## config.mk

```make
export PLATFORM = sky130hd
export DESIGN_NAME = vu_meter
export DESIGN_NICKNAME = d
export VERILOG_FILES = /design/src/rtl/vu_meter.sv
export SDC_FILE = /design/constraint.sdc
export NUM_CORES = 1
export LEC_CHECK = 0
export BUFFER_PORTS_ARGS = -buffer_cell sky130_fd_sc_hd__buf_2
export CAP_MARGIN = 40
export CELL_PAD_IN_SITES_DETAIL_PLACEMENT = 1
export CELL_PAD_IN_SITES_GLOBAL_PLACEMENT = 1
export CORE_MARGIN = 2
export CORE_UTILIZATION = 43
export CTS_BUF_LIST = sky130_fd_sc_hd__clkbuf_2 sky130_fd_sc_hd__clkbuf_4 sky130_fd_sc_hd__clkbuf_8
export DETAILED_ROUTE_END_ITERATION = 8
export GPL_TIMING_DRIVEN = 0
export PLACE_DENSITY_LB_ADDON = 0.1
export SYNTH_ARGS = -nofsm -noshare
export SYNTH_HDL_FRONTEND = slang
export SYNTH_SLANG_ARGS = --single-unit
```

## constraint.sdc

```tcl
create_clock -name clk -period 4.44 [get_ports clk]
set_clock_uncertainty 0.05 [all_clocks]
set_input_delay 0.444 -clock clk [delete_from_list [all_inputs] [get_ports clk]]
set_output_delay 0.444 -clock clk [all_outputs]
set_load 0.01 [all_outputs]
```

## src/rtl/vu_meter.sv

```systemverilog
// vu_meter: multi-channel audio level meter.
//
// Each channel keeps a peak register. A louder sample replaces the peak at
// once, and on every refresh tick the peak decays by peak >> DECAY_SHIFT.
// One selected channel is shown on the LEDs as a log-scale thermometer bar of
// about 6 dB per LED. Each channel also has a sticky clip flag.
//
// Optional feature macro: VU_METER_PEAK_HOLD_EN
//   When defined, each channel holds its highest bar level for HOLD_TICKS
//   ticks. That level is shown as a floating dot above the bar.
//
// Ports:
//   clk        in   system clock
//   rst        in   asynchronous active-low reset
//   data_in    in   CHANNELS*DATA_BITS packed signed samples, channel 0 in LSBs
//   data_valid in   all channel samples valid this cycle
//   chan_sel   in   channel shown on leds (out-of-range selects channel 0)
//   clip_clr   in   clears all clip flags (a new clip in the same cycle wins)
//   leds       out  thermometer bar, bit 0 = lowest level, updated on tick only
//   clip       out  sticky per-channel clip flags
module vu_meter #(
    parameter int DATA_BITS   = 24,
    parameter int CHANNELS    = 2,
    parameter int LED_BITS    = 16,
    parameter int TICK_BITS   = 20,
    parameter int DECAY_SHIFT = 3,
    parameter int HOLD_TICKS  = 8,
    localparam int SEL_W      = (CHANNELS > 1) ? $clog2(CHANNELS) : 1
) (
    input  logic                          clk,
    input  logic                          rst,
    input  logic [CHANNELS*DATA_BITS-1:0] data_in,
    input  logic                          data_valid,
    input  logic [SEL_W-1:0]              chan_sel,
    input  logic                          clip_clr,
    output logic [LED_BITS-1:0]           leds,
    output logic [CHANNELS-1:0]           clip
);

    localparam int AW    = DATA_BITS - 1;
    localparam int LVL_W = $clog2(LED_BITS + 1);

    // Elaboration-time parameter legality
    if (LED_BITS > DATA_BITS - 1 || CHANNELS < 1 || CHANNELS > 8 || HOLD_TICKS < 1) begin : g_param_check
        $error("vu_meter: illegal parameter combination");
    end

    // Magnitude of a signed sample; the most negative code saturates to max positive
    function automatic logic [AW-1:0] abs_sat(input logic [DATA_BITS-1:0] x);
        logic [DATA_BITS-1:0] neg;
        logic [AW-1:0]        res;
        neg = ~x + {{(DATA_BITS-1){1'b0}}, 1'b1};
        if (!x[DATA_BITS-1]) begin
            res = x[AW-1:0];
        end else if (neg[DATA_BITS-1]) begin
            res = {AW{1'b1}};
        end else begin
            res = neg[AW-1:0];
        end
        return res;
    endfunction

    // Thermometer bar: LED i lights once the peak reaches 2^(AW-LED_BITS+i)
    function automatic logic [LED_BITS-1:0] bar_of(input logic [AW-1:0] p);
        logic [LED_BITS-1:0] b;
        b = {LED_BITS{1'b0}};
        for (int i = 0; i < LED_BITS; i++) begin
            b[i] = (p >> (AW - LED_BITS + i)) != {AW{1'b0}};
        end
        return b;
    endfunction

    logic [TICK_BITS-1:0] tick_cnt_q, tick_cnt_d;
    logic                 tick_s;
    logic [AW-1:0]        peak_q [CHANNELS];
    logic [AW-1:0]        peak_d [CHANNELS];
    logic [CHANNELS-1:0]  clip_q, clip_d;
    logic [LED_BITS-1:0]  leds_q, leds_d;
    logic [AW-1:0]        sel_peak_s;

    assign tick_s = (tick_cnt_q == {TICK_BITS{1'b0}});
    assign leds   = leds_q;
    assign clip   = clip_q;

    // Next-state for tick counter, peaks and clip flags
    always_comb begin
        logic [AW-1:0] abs_v;
        logic [AW-1:0] dec_v;
        tick_cnt_d = tick_cnt_q + TICK_BITS'(1);
        clip_d     = clip_q;
        for (int c = 0; c < CHANNELS; c++) begin
            abs_v = abs_sat(data_in[c*DATA_BITS +: DATA_BITS]);
            if (tick_s) begin
                dec_v = peak_q[c] - (peak_q[c] >> DECAY_SHIFT);
            end else begin
                dec_v = peak_q[c];
            end
            // A sample coinciding with a tick competes with the decayed value
            if (data_valid && (abs_v > dec_v)) begin
                peak_d[c] = abs_v;
            end else begin
                peak_d[c] = dec_v;
            end
            if (data_valid && (abs_v == {AW{1'b1}})) begin
                clip_d[c] = 1'b1;
            end else if (clip_clr) begin
                clip_d[c] = 1'b0;
            end else begin
                clip_d[c] = clip_q[c];
            end
        end
    end

    // Selected channel peak (pre-update value); out-of-range selects channel 0
    always_comb begin
        sel_peak_s = peak_q[0];
        for (int c = 1; c < CHANNELS; c++) begin
            if (int'(chan_sel) == c) begin
                sel_peak_s = peak_q[c];
            end else begin
                sel_peak_s = sel_peak_s;
            end
        end
    end

`ifdef VU_METER_PEAK_HOLD_EN
    localparam int HC_W = $clog2(HOLD_TICKS + 1);

    logic [LVL_W-1:0] hold_q [CHANNELS];
    logic [LVL_W-1:0] hold_d [CHANNELS];
    logic [HC_W-1:0]  hcnt_q [CHANNELS];
    logic [HC_W-1:0]  hcnt_d [CHANNELS];
    logic [LVL_W-1:0] sel_hold_s;

    // Number of lit LEDs in a thermometer bar
    function automatic logic [LVL_W-1:0] level_of(input logic [LED_BITS-1:0] b);
        logic [LVL_W-1:0] n;
        n = {LVL_W{1'b0}};
        for (int i = 0; i < LED_BITS; i++) begin
            if (b[i]) begin
                n = n + LVL_W'(1);
            end else begin
                n = n;
            end
        end
        return n;
    endfunction

    // Hold level per channel: reload on a higher bar, fall to the bar after HOLD_TICKS
    always_comb begin
        logic [LVL_W-1:0] lvl_v;
        sel_hold_s = {LVL_W{1'b0}};
        for (int c = 0; c < CHANNELS; c++) begin
            lvl_v     = level_of(bar_of(peak_q[c]));
            hold_d[c] = hold_q[c];
            hcnt_d[c] = hcnt_q[c];
            if (tick_s) begin
                if (lvl_v > hold_q[c]) begin
                    hold_d[c] = lvl_v;
                    hcnt_d[c] = HC_W'(HOLD_TICKS);
                end else if (hcnt_q[c] == {HC_W{1'b0}}) begin
                    hold_d[c] = lvl_v;
                end else begin
                    hcnt_d[c] = hcnt_q[c] - HC_W'(1);
                end
            end else begin
                hold_d[c] = hold_q[c];
            end
        end
        for (int c = 0; c < CHANNELS; c++) begin
            if (int'(chan_sel) == c || (c == 0 && int'(chan_sel) >= CHANNELS)) begin
                sel_hold_s = hold_d[c];
            end else begin
                sel_hold_s = sel_hold_s;
            end
        end
    end

    // Hold registers
    always_ff @(posedge clk or negedge rst) begin
        if (!rst) begin
            for (int c = 0; c < CHANNELS; c++) begin
                hold_q[c] <= {LVL_W{1'b0}};
                hcnt_q[c] <= {HC_W{1'b0}};
            end
        end else begin
            for (int c = 0; c < CHANNELS; c++) begin
                hold_q[c] <= hold_d[c];
                hcnt_q[c] <= hcnt_d[c];
            end
        end
    end
`endif

    // Display refresh: only on tick, from the peak before this cycle's update
    always_comb begin
        leds_d = leds_q;
        if (tick_s) begin
            leds_d = bar_of(sel_peak_s);
`ifdef VU_METER_PEAK_HOLD_EN
            if (sel_hold_s != {LVL_W{1'b0}}) begin
                leds_d[sel_hold_s - LVL_W'(1)] = 1'b1;
            end else begin
                leds_d = leds_d;
            end
`endif
        end else begin
            leds_d = leds_q;
        end
    end

    // State registers
    always_ff @(posedge clk or negedge rst) begin
        if (!rst) begin
            tick_cnt_q <= {TICK_BITS{1'b0}};
            clip_q     <= {CHANNELS{1'b0}};
            leds_q     <= {LED_BITS{1'b0}};
            for (int c = 0; c < CHANNELS; c++) begin
                peak_q[c] <= {AW{1'b0}};
            end
        end else begin
            tick_cnt_q <= tick_cnt_d;
            clip_q     <= clip_d;
            leds_q     <= leds_d;
            for (int c = 0; c < CHANNELS; c++) begin
                peak_q[c] <= peak_d[c];
            end
        end
    end

endmodule

```

==> summary.md, run 1 <==
| Metric | Value |
|---|---|
| Pre-CTS setup slack | `-1.428 ns` |
| Max-cap violations | `0` |
| Post-DRT Antenna Nets | `0` |
| H-Tree Depth | `3` |
| Post-DP HPWL | `22,180 um` |
| Final setup TNS | `-6.425 ns` |
| Mapped Cells | `1,055` |
| Met2 WL | `13,180 um` |
| WL met3 | `1147 um` |
| CP top delay family | `compound AO/OA/AOI/OAI gates` |
| Initial drt markers | `536` |
| Cts bufs inserted | `9` |
| Worst Setup Slack, final | `-0.2368 ns` |
| Fin. max-slew vios | `0` |
| Die ar. | `20,740 um^2` |
| Critical path class | `register to register` |
| CP Max Fanout | `7` |
| Gpl congestion | `0.8919` |
| P_leak | `4.597 nW` |
| Filler cells | `2,389` |
| Unrepaired setup endpoints after global routing | `yes` |
| Final Instance Count excl. Fillers | `1,447` |
| Violated checks | `negative setup slack` |
| Fin. Hold Viols | `0` |
| Clock power share | `0.079` |
| Placed cells | `1,390` |
| Wl on met1 | `14,100 um` |
| DRT Pass-1 Iters | `4` |
| Yosys top cell by area | `dfrtp_1` |
| Vias | `8,529` |
| Clk Latency, worst-skew pair | `0.40 ns` |
| First-pass GRT wire length | `45,840 um` |
| Final Critical Period | `4.677 ns` |
| Cell Area, Synth | `8432 um^2` |
| Critical path buffers and inverters | `3` |
| Nets | `1,320` |
| CP endpoint kind | `register` |
| Pint | `3.482 mW` |
| Setup Viol. Count Final | `46` |
| Routed WL | `28,890 um` |
| Die Wd | `144.0 um` |
| Yosys reg bits | `84` |
| Cell mode on critical path | `a21oi_2` |
| Buffers on Ports | `68` |
| Critical Path AT | `4.89 ns` |
| Asr flop ratio synth | `1.000` |
| Switching Share | `0.5048` |
| Max Clk Rate | `213.8 MHz` |
| Synth top area share | `0.2493` |
| GRT Util Overall | `0.2826` |
| Fin Hold WS | `0.1943 ns` |
| CTS tree | `done` |
| Least-Margin Pin Slew | `0.6627 ns` |
| Worst setup SP type | `register` |
| CP required | `4.66 ns` |
| Synth Flop Type | `dfrtp_1` |
| DRC | `0` |
| Clk sinks | `84` |
| Area growth from synthesis to layout | `22.23%` |
| Number of global-route vias before repair | `8,577` |
| NetSw | `3.550 mW` |
| Row cnt | `51` |
| Ant. Diodes | `0` |
| Average size of a mapped cell | `7.992 um^2` |
| Share of cells above drive strength 1 | `0.2157` |
| Critical path's largest stage delay | `0.39 ns` |
| Routed len/inst | `19.97 um` |
| Clk buf depth | `2` |
| Combinational share of power | `0.747` |
| Critical Path, Cell by Cell | `inv_1, ha_2, inv_2, fa_2, a211oi_2, o21a_1, nor2_4, a41oi_2, o21bai_1, a21oi_2, xnor2_2, a21oi_2, ha_4, a21oi_2, nor2b_1, o21ai_1, o21ai_2, o21ai_2, a31oi_4, a221oi_4, a21o_1, buf_6, mux2_1` |
| Worst vdd ir | `0.3752 mV` |
| Clock-pin slew on the worst setup and hold paths | `0.11 ns` |
| Status | `finished, violations left` |
| I/O Pins | `71` |
| Critical-path top delay cell | `dfrtp_1` |
| Yosys warnings | `0` |
| Core area | `19,330 um^2` |
| Hold crit path type | `input pin to register` |
| EDFF count, synth | `0` |
| Final worst path period share | `1.053` |
| Highest Signal Layer | `met4` |
| Slew HR | `0.5468` |
| Unique masters post-synth | `69` |
| Largest net degree at the start of global routing | `44` |
| Antenna violations before repair | `0` |
| Initial Util | `0.4361` |
| Gr ovfl total | `0` |
| Die Span Y | `144.0 um` |
| Sequential area share after synthesis | `0.2493` |
| Final core occ | `0.5330` |
| Sequential share of power | `0.173` |
| Synth Net Count | `1,198` |
| Vias per cell | `5.894` |
| Root Driver | `clkbuf_8` |
| Leading post-synthesis cells by cell area | `dfrtp_1 (25%), ha_1 (13%), a21oi_1 (5.0%), xnor2_1 (4.6%), nor2_1 (4.3%)` |
| PwrDens | `682.3 nW/um^2` |
[state kept, by name, indices dropped and copies added, names as in the netlist]
register and flops:
peak_q 46, tick_cnt_q 20, clip 2, leds 16
[power groups by stage]
stage / clock [mW] / sequential (mW) / combinational (mW)
global route: 0.599 / 1.24 / 5.73
global placement: 0 / 1.23 / 4.04
CTS: 0.569 / 1.23 / 4.82
detailed placement: 0 / 1.24 / 4.14
floorplan: 0 / 1.12 / 3.21
finish: 0.557 / 1.22 / 5.26
[final cells by class]
type / count / area (um^2) / share of cell area
multi-input cells: 844 / 6356 / 0.6167
flip-flops and latches: 84 / 2107 / 0.2044
repair buffers: 113 / 748.2 / 0.07260
inverters: 91 / 341.6 / 0.03314
well taps: 265 / 331.6 / 0.03217
plain buffers: 34 / 232.7 / 0.02258
clock buffers: 9 / 123.9 / 0.01202
clock inverters: 7 / 65.06 / 0.006313
[kinds of logic (layout without fill, tap and decap cells)]
kind of cell	count (synthesis)	after routing	share of synthesized area
DFF	84	84	0.2493
adders and majority gates	90	90	0.1353
xor gates and xnor gates	68	68	0.07063
AOI/OAI and AO/OA	310	310	0.2356
muxes	40	40	0.04852
buffers and inverters	127	254	0.06084
and+or+nand+nor	336	336	0.1997
[worst paths after layout]
check | startpoint | end | slack (ns) | cells past startpoint
worst max-delay path | peak_q[0] | peak_q[15] | -0.24 | 23
worst min-delay path | clip_clr | clip[0] | 0.19 | 2
worst max register to register | peak_q[0] | peak_q[15] | -0.24 | 23
worst min register to register | leds[14] | leds[14] | 0.43 | 2
max in group asynchronous | rst | peak_q[32] | 3.16 | 3
min in group asynchronous | rst | tick_cnt_q[8] | 0.51 | 2
[worst reg2reg max path, stage by stage (launching register included)]
cell      delay [ns]
dfrtp_1         0.39
inv_1           0.06
ha_2            0.18
inv_2           0.04
fa_2            0.39
a211oi_2        0.23
o21a_1          0.21
nor2_4          0.06
a41oi_2         0.27
o21bai_1        0.12
a21oi_2         0.18
xnor2_2         0.11
a21oi_2         0.23
ha_4            0.24
a21oi_2         0.15
nor2b_1         0.07
o21ai_1         0.16
o21ai_2         0.09
o21ai_2         0.18
a31oi_4         0.14
a221oi_4        0.37
a21o_1          0.17
buf_6           0.14
mux2_1          0.34
[routing by layer]
| metal | vias up | track usage |
|---|---|---|
| li1 | 4103 | - |
| met1 | 4209 | 0.3931 |
| met2 | 177 | 0.4546 |
| met3 | 40 | 0.05464 |
| met4 | 0 | 0.06502 |
| met5 | - | 0 |
[placed cells by master (no fill, tap or decap), drive strengths merged, types with 4 or more instances in the layout]
| cell type | n |
|---|---|
| xor2 | 24 |
| and3 | 12 |
| o31ai | 16 |
| o21ai | 68 |
| buf | 125 |
| a21oi | 85 |
| a31oi | 18 |
| nor2b | 7 |
| o22a | 5 |
| nand3 | 32 |
| a2111oi | 5 |
| mux2 | 4 |
| nor4 | 11 |
| dfrtp | 84 |
| xnor2 | 44 |
| or4 | 7 |
| o21bai | 4 |
| nor3 | 39 |
| nand2b | 7 |
| nand4 | 19 |
| clkbuf | 30 |
| o211ai | 4 |
| a211oi | 31 |
| ha | 88 |
| nor2 | 97 |
| nand2 | 65 |
| o21a | 16 |
| and2 | 6 |
| or3 | 16 |
| nand3b | 5 |
| inv | 95 |
| a21o | 23 |
| mux2i | 36 |
| a21boi | 8 |
[repair_timing]
action                                  in CTS  in global routing
endpoints found under the hold margin       22                  0
gates cloned                                 3                  0
gates resized for setup                    124                 54
endpoints found under the setup margin      46                 46
setup buffers                               27                 17
pin swaps                                   24                 32
hold buffers                                 1                  0
[through the flow]
stage / total power [mW] / cell area [um^2]
floorplan: 4.332 / 8439
global placement: 5.269 / 9111
detailed placement: 5.376 / 9145
CTS: 6.619 / 10060
global route: 7.571 / 10310
finish: 7.032 / 10310
[synthesized netlist by cell type (7+ instances only)]
library cell	n
inv_1	90
nand2b_1	7
a31oi_1	18
o31ai_1	16
ha_1	88
nor2_1	97
mux2i_1	35
clkbuf_1	21
a21boi_0	8
nand4_1	19
a21oi_1	85
a21o_1	23
and3_1	12
nor4_1	9
xnor2_1	44
nor2b_1	7
a211oi_1	31
xor2_1	24
o21a_1	16
nor3_1	37
o21ai_1	10
dfrtp_1	84
o21ai_0	58
nand3_1	32
nand2_1	65
or3_1	16
Note: power is estimated with default switching activity, not from simulation.
==> run 2: changes to the inputs <==
- ABC_AREA: unset -> 1
- CORE_UTILIZATION: 43 -> 41
==> run 2 against run 1 <==
Effect of this change: the run now ends clean; worst hold slack improved by 0.072 ns; core utilization decreased by 6.9 points; register-to-register slack improved by 0.50 ns; clock power increased by 2%; largest cell class unchanged; largest power group unchanged.
==> summary.md, run 2 <==
| Metric | Value |
|---|---|
| Status | `finished clean` |
| Asr flop ratio synth | `1.000` |
| R2R cell count | `24` |
| DRC | `0` |
| Ant. Diodes | `0` |
| Least-Margin Pin Slew | `0.5920 ns` |
| Fin Hold WS | `0.2663 ns` |
| Flop2flop setup slack | `0.26 ns` |
| Hold Path Origin | `clip_clr` |
| Final setup TNS | `0 ns` |
| Sequential area share after synthesis | `0.2306` |
| CTS tree | `done` |
| Unique masters post-synth | `52` |
| Share of cells above drive strength 1 | `0.1392` |
| Vias per cell | `5.221` |
| Pre-CTS setup slack | `-0.1370 ns` |
| Worst setup SP type | `register` |
| Synth top cells by count | `nand2_1 (338), inv_1 (185), nand3_1 (122), nor2_1 (115), ha_1 (88)` |
| Largest net degree at the start of global routing | `56` |
| Hold crit path type | `input pin to register` |
| Post-DRT Antenna Nets | `0` |
| Worst flop-to-flop path endpoint | `peak_q[36]` |
| Clk buf depth | `2` |
| Most flops, register | `peak_q` |
| H-Tree Depth | `3` |
| Fin. max-slew vios | `0` |
| Gr ovfl total | `0` |
| Synth Net Count | `1,520` |
| Max-cap violations | `0` |
| Filler cells | `2,964` |
| PwrDens | `617.6 nW/um^2` |
| I/O Pins | `71` |
| Cts bufs inserted | `9` |
| Placed cells | `1,728` |
| CP required | `4.65 ns` |
| Yosys warnings | `0` |
| Largest register FFs | `46` |
| Worst R2R Start | `tick_cnt_q[0]` |
| Crit path to | `peak_q[36]` |
| Worst Setup Slack, final | `0.2646 ns` |
| Clock-pin slew on the worst setup and hold paths | `0.10 ns` |
| Buffers on Ports | `70` |
| First-pass GRT wire length | `46,890 um` |
| Number of global-route vias before repair | `9,169` |
| Count leader, synth | `nand2_1` |
| Slew HR | `0.6011` |
| Die Span Y | `153.1 um` |
| Yosys reg bits | `84` |
| Final Instance Count excl. Fillers | `1,746` |
| Die Wd | `153.1 um` |
| EDFF count, synth | `0` |
| Commonest cells after routing, fill and taps aside | `nand2_1 (338), inv_1 (185), nand3_1 (121), nor2_1 (115), ha_1 (88)` |
| CP Max Fanout | `10` |
| Initial drt markers | `368` |
| Worst vdd ir | `0.2372 mV` |
| Most common cell after layout, fill and taps aside | `nand2_1` |
| Gpl congestion | `0.9102` |
| Root Driver | `clkbuf_8` |
| Cell Area, Synth | `9115 um^2` |
| Pwr Total | `6.251 mW` |
| Area growth from synthesis to layout | `11.04%` |
| Row cnt | `54` |
| Nets | `1,604` |
| Vias | `9,115` |
| Placed Area | `9846 um^2` |
| Critical Path AT | `4.39 ns` |
| GRT Util Overall | `0.2445` |
| Initial Util | `0.4177` |
| CP endpoint kind | `register` |
| Critical path class | `register to register` |
| Routed WL | `28,360 um` |
| Final worst path period share | `0.9404` |
| Core area | `21,820 um^2` |
| Fin. Hold Viols | `0` |
| Finished Cell Area | `10,120 um^2` |
| Mapped Cells | `1,377` |
| Average size of a mapped cell | `6.619 um^2` |
| Post-DP HPWL | `23,980 um` |
| Synth Flop Type | `dfrtp_1` |
| Leading post-synthesis cells by cell area | `dfrtp_1 (23%), nand2_1 (14%), ha_1 (12%), inv_1 (7.6%), nand3_1 (6.7%)` |
| Routed len/inst | `16.24 um` |
| Clk Latency, worst-skew pair | `0.38 ns` |
| Final core occ | `0.4638` |
| Setup Viol. Count Final | `0` |
| P_leak | `5.276 nW` |
| Yosys top cell by area | `dfrtp_1` |
| CP startpoint | `tick_cnt_q[0]` |
| Clk sinks | `84` |
| DRT Pass-1 Iters | `4` |
| Max Clk Rate | `239.5 MHz` |
| Die ar. | `23,440 um^2` |
| Final Critical Period | `4.175 ns` |
| Synth top area share | `0.2306` |
| Antenna violations before repair | `0` |
==> run 2: logic make-up after synthesis <==
| kind of cell | synth area share |
|---|---|
| simple gates | 0.3499 |
| buf+inv | 0.1013 |
| compound gates | 0.1363 |
| fa+ha+maj | 0.1252 |
| flops | 0.2306 |
| xor+xnor | 0.05669 |
==> run 2: worst min path at each step <==
stage / cells after the start / endpoint
floorplan: 0 / clip[0]
global placement: 1 / tick_cnt_q[0]
detailed placement: 1 / peak_q[9]
CTS: 4 / clip[0]
global route: 4 / clip[1]
finish: 4 / clip[0]
==> run 2: final cells by class <==
type,instances,area [um^2],area share
multi-input cells,1064,6132,0.6059
flip-flops and latches,84,2105,0.2079
inverters,196,738.2,0.07294
repair buffers,74,405.4,0.04005
well taps,280,350.3,0.03461
plain buffers,32,190.2,0.01879
clock buffers,9,123.9,0.01224
clock inverters,7,76.32,0.007541
==> run 2: what timing repair did <==
item	in CTS	in global routing
hold buffers	1	0
endpoints found under the hold margin	29	0
gates resized for setup	3	17
endpoints found under the setup margin	42	46
pin swaps	0	1
setup buffers	0	2
==> run 2: metal layers <==
metal / wire, um / vias to the layer above / global-route usage
met5: 0 / - / 0
met4: 398 / 0 / 0.05159
met3: 797 / 26 / 0.02098
met2: 12410 / 152 / 0.3971
met1: 14760 / 4258 / 0.3553
li1: - / 4679 / -
==> run 2: power breakdown <==
part / internal, mW / total (mW) / switching (mW)
registers: 0.970 / 1.21 / 0.235
logic: 1.66 / 4.48 / 2.82
clock network: 0.224 / 0.566 / 0.342
total: 2.85 / 6.25 / 3.40
==> run 2: critical path, stage by stage, from the launching register on <==
cell	delay (ns)
dfrtp_1	0.40
inv_1	0.12
ha_1	0.20
nand3_1	0.11
nor3_2	0.19
nand3_2	0.25
clkbuf_2	0.28
clkbuf_1	0.31
o21ai_0	0.40
inv_1	0.09
ha_1	0.35
nand2_1	0.07
nor3b_1	0.23
o21ai_0	0.12
nand2_1	0.07
nand2_1	0.05
nand2_1	0.06
nand4_1	0.09
nand2_1	0.08
nand2_2	0.06
nand2_4	0.11
nand2_4	0.10
buf_6	0.16
nand2_1	0.07
nand2_1	0.06
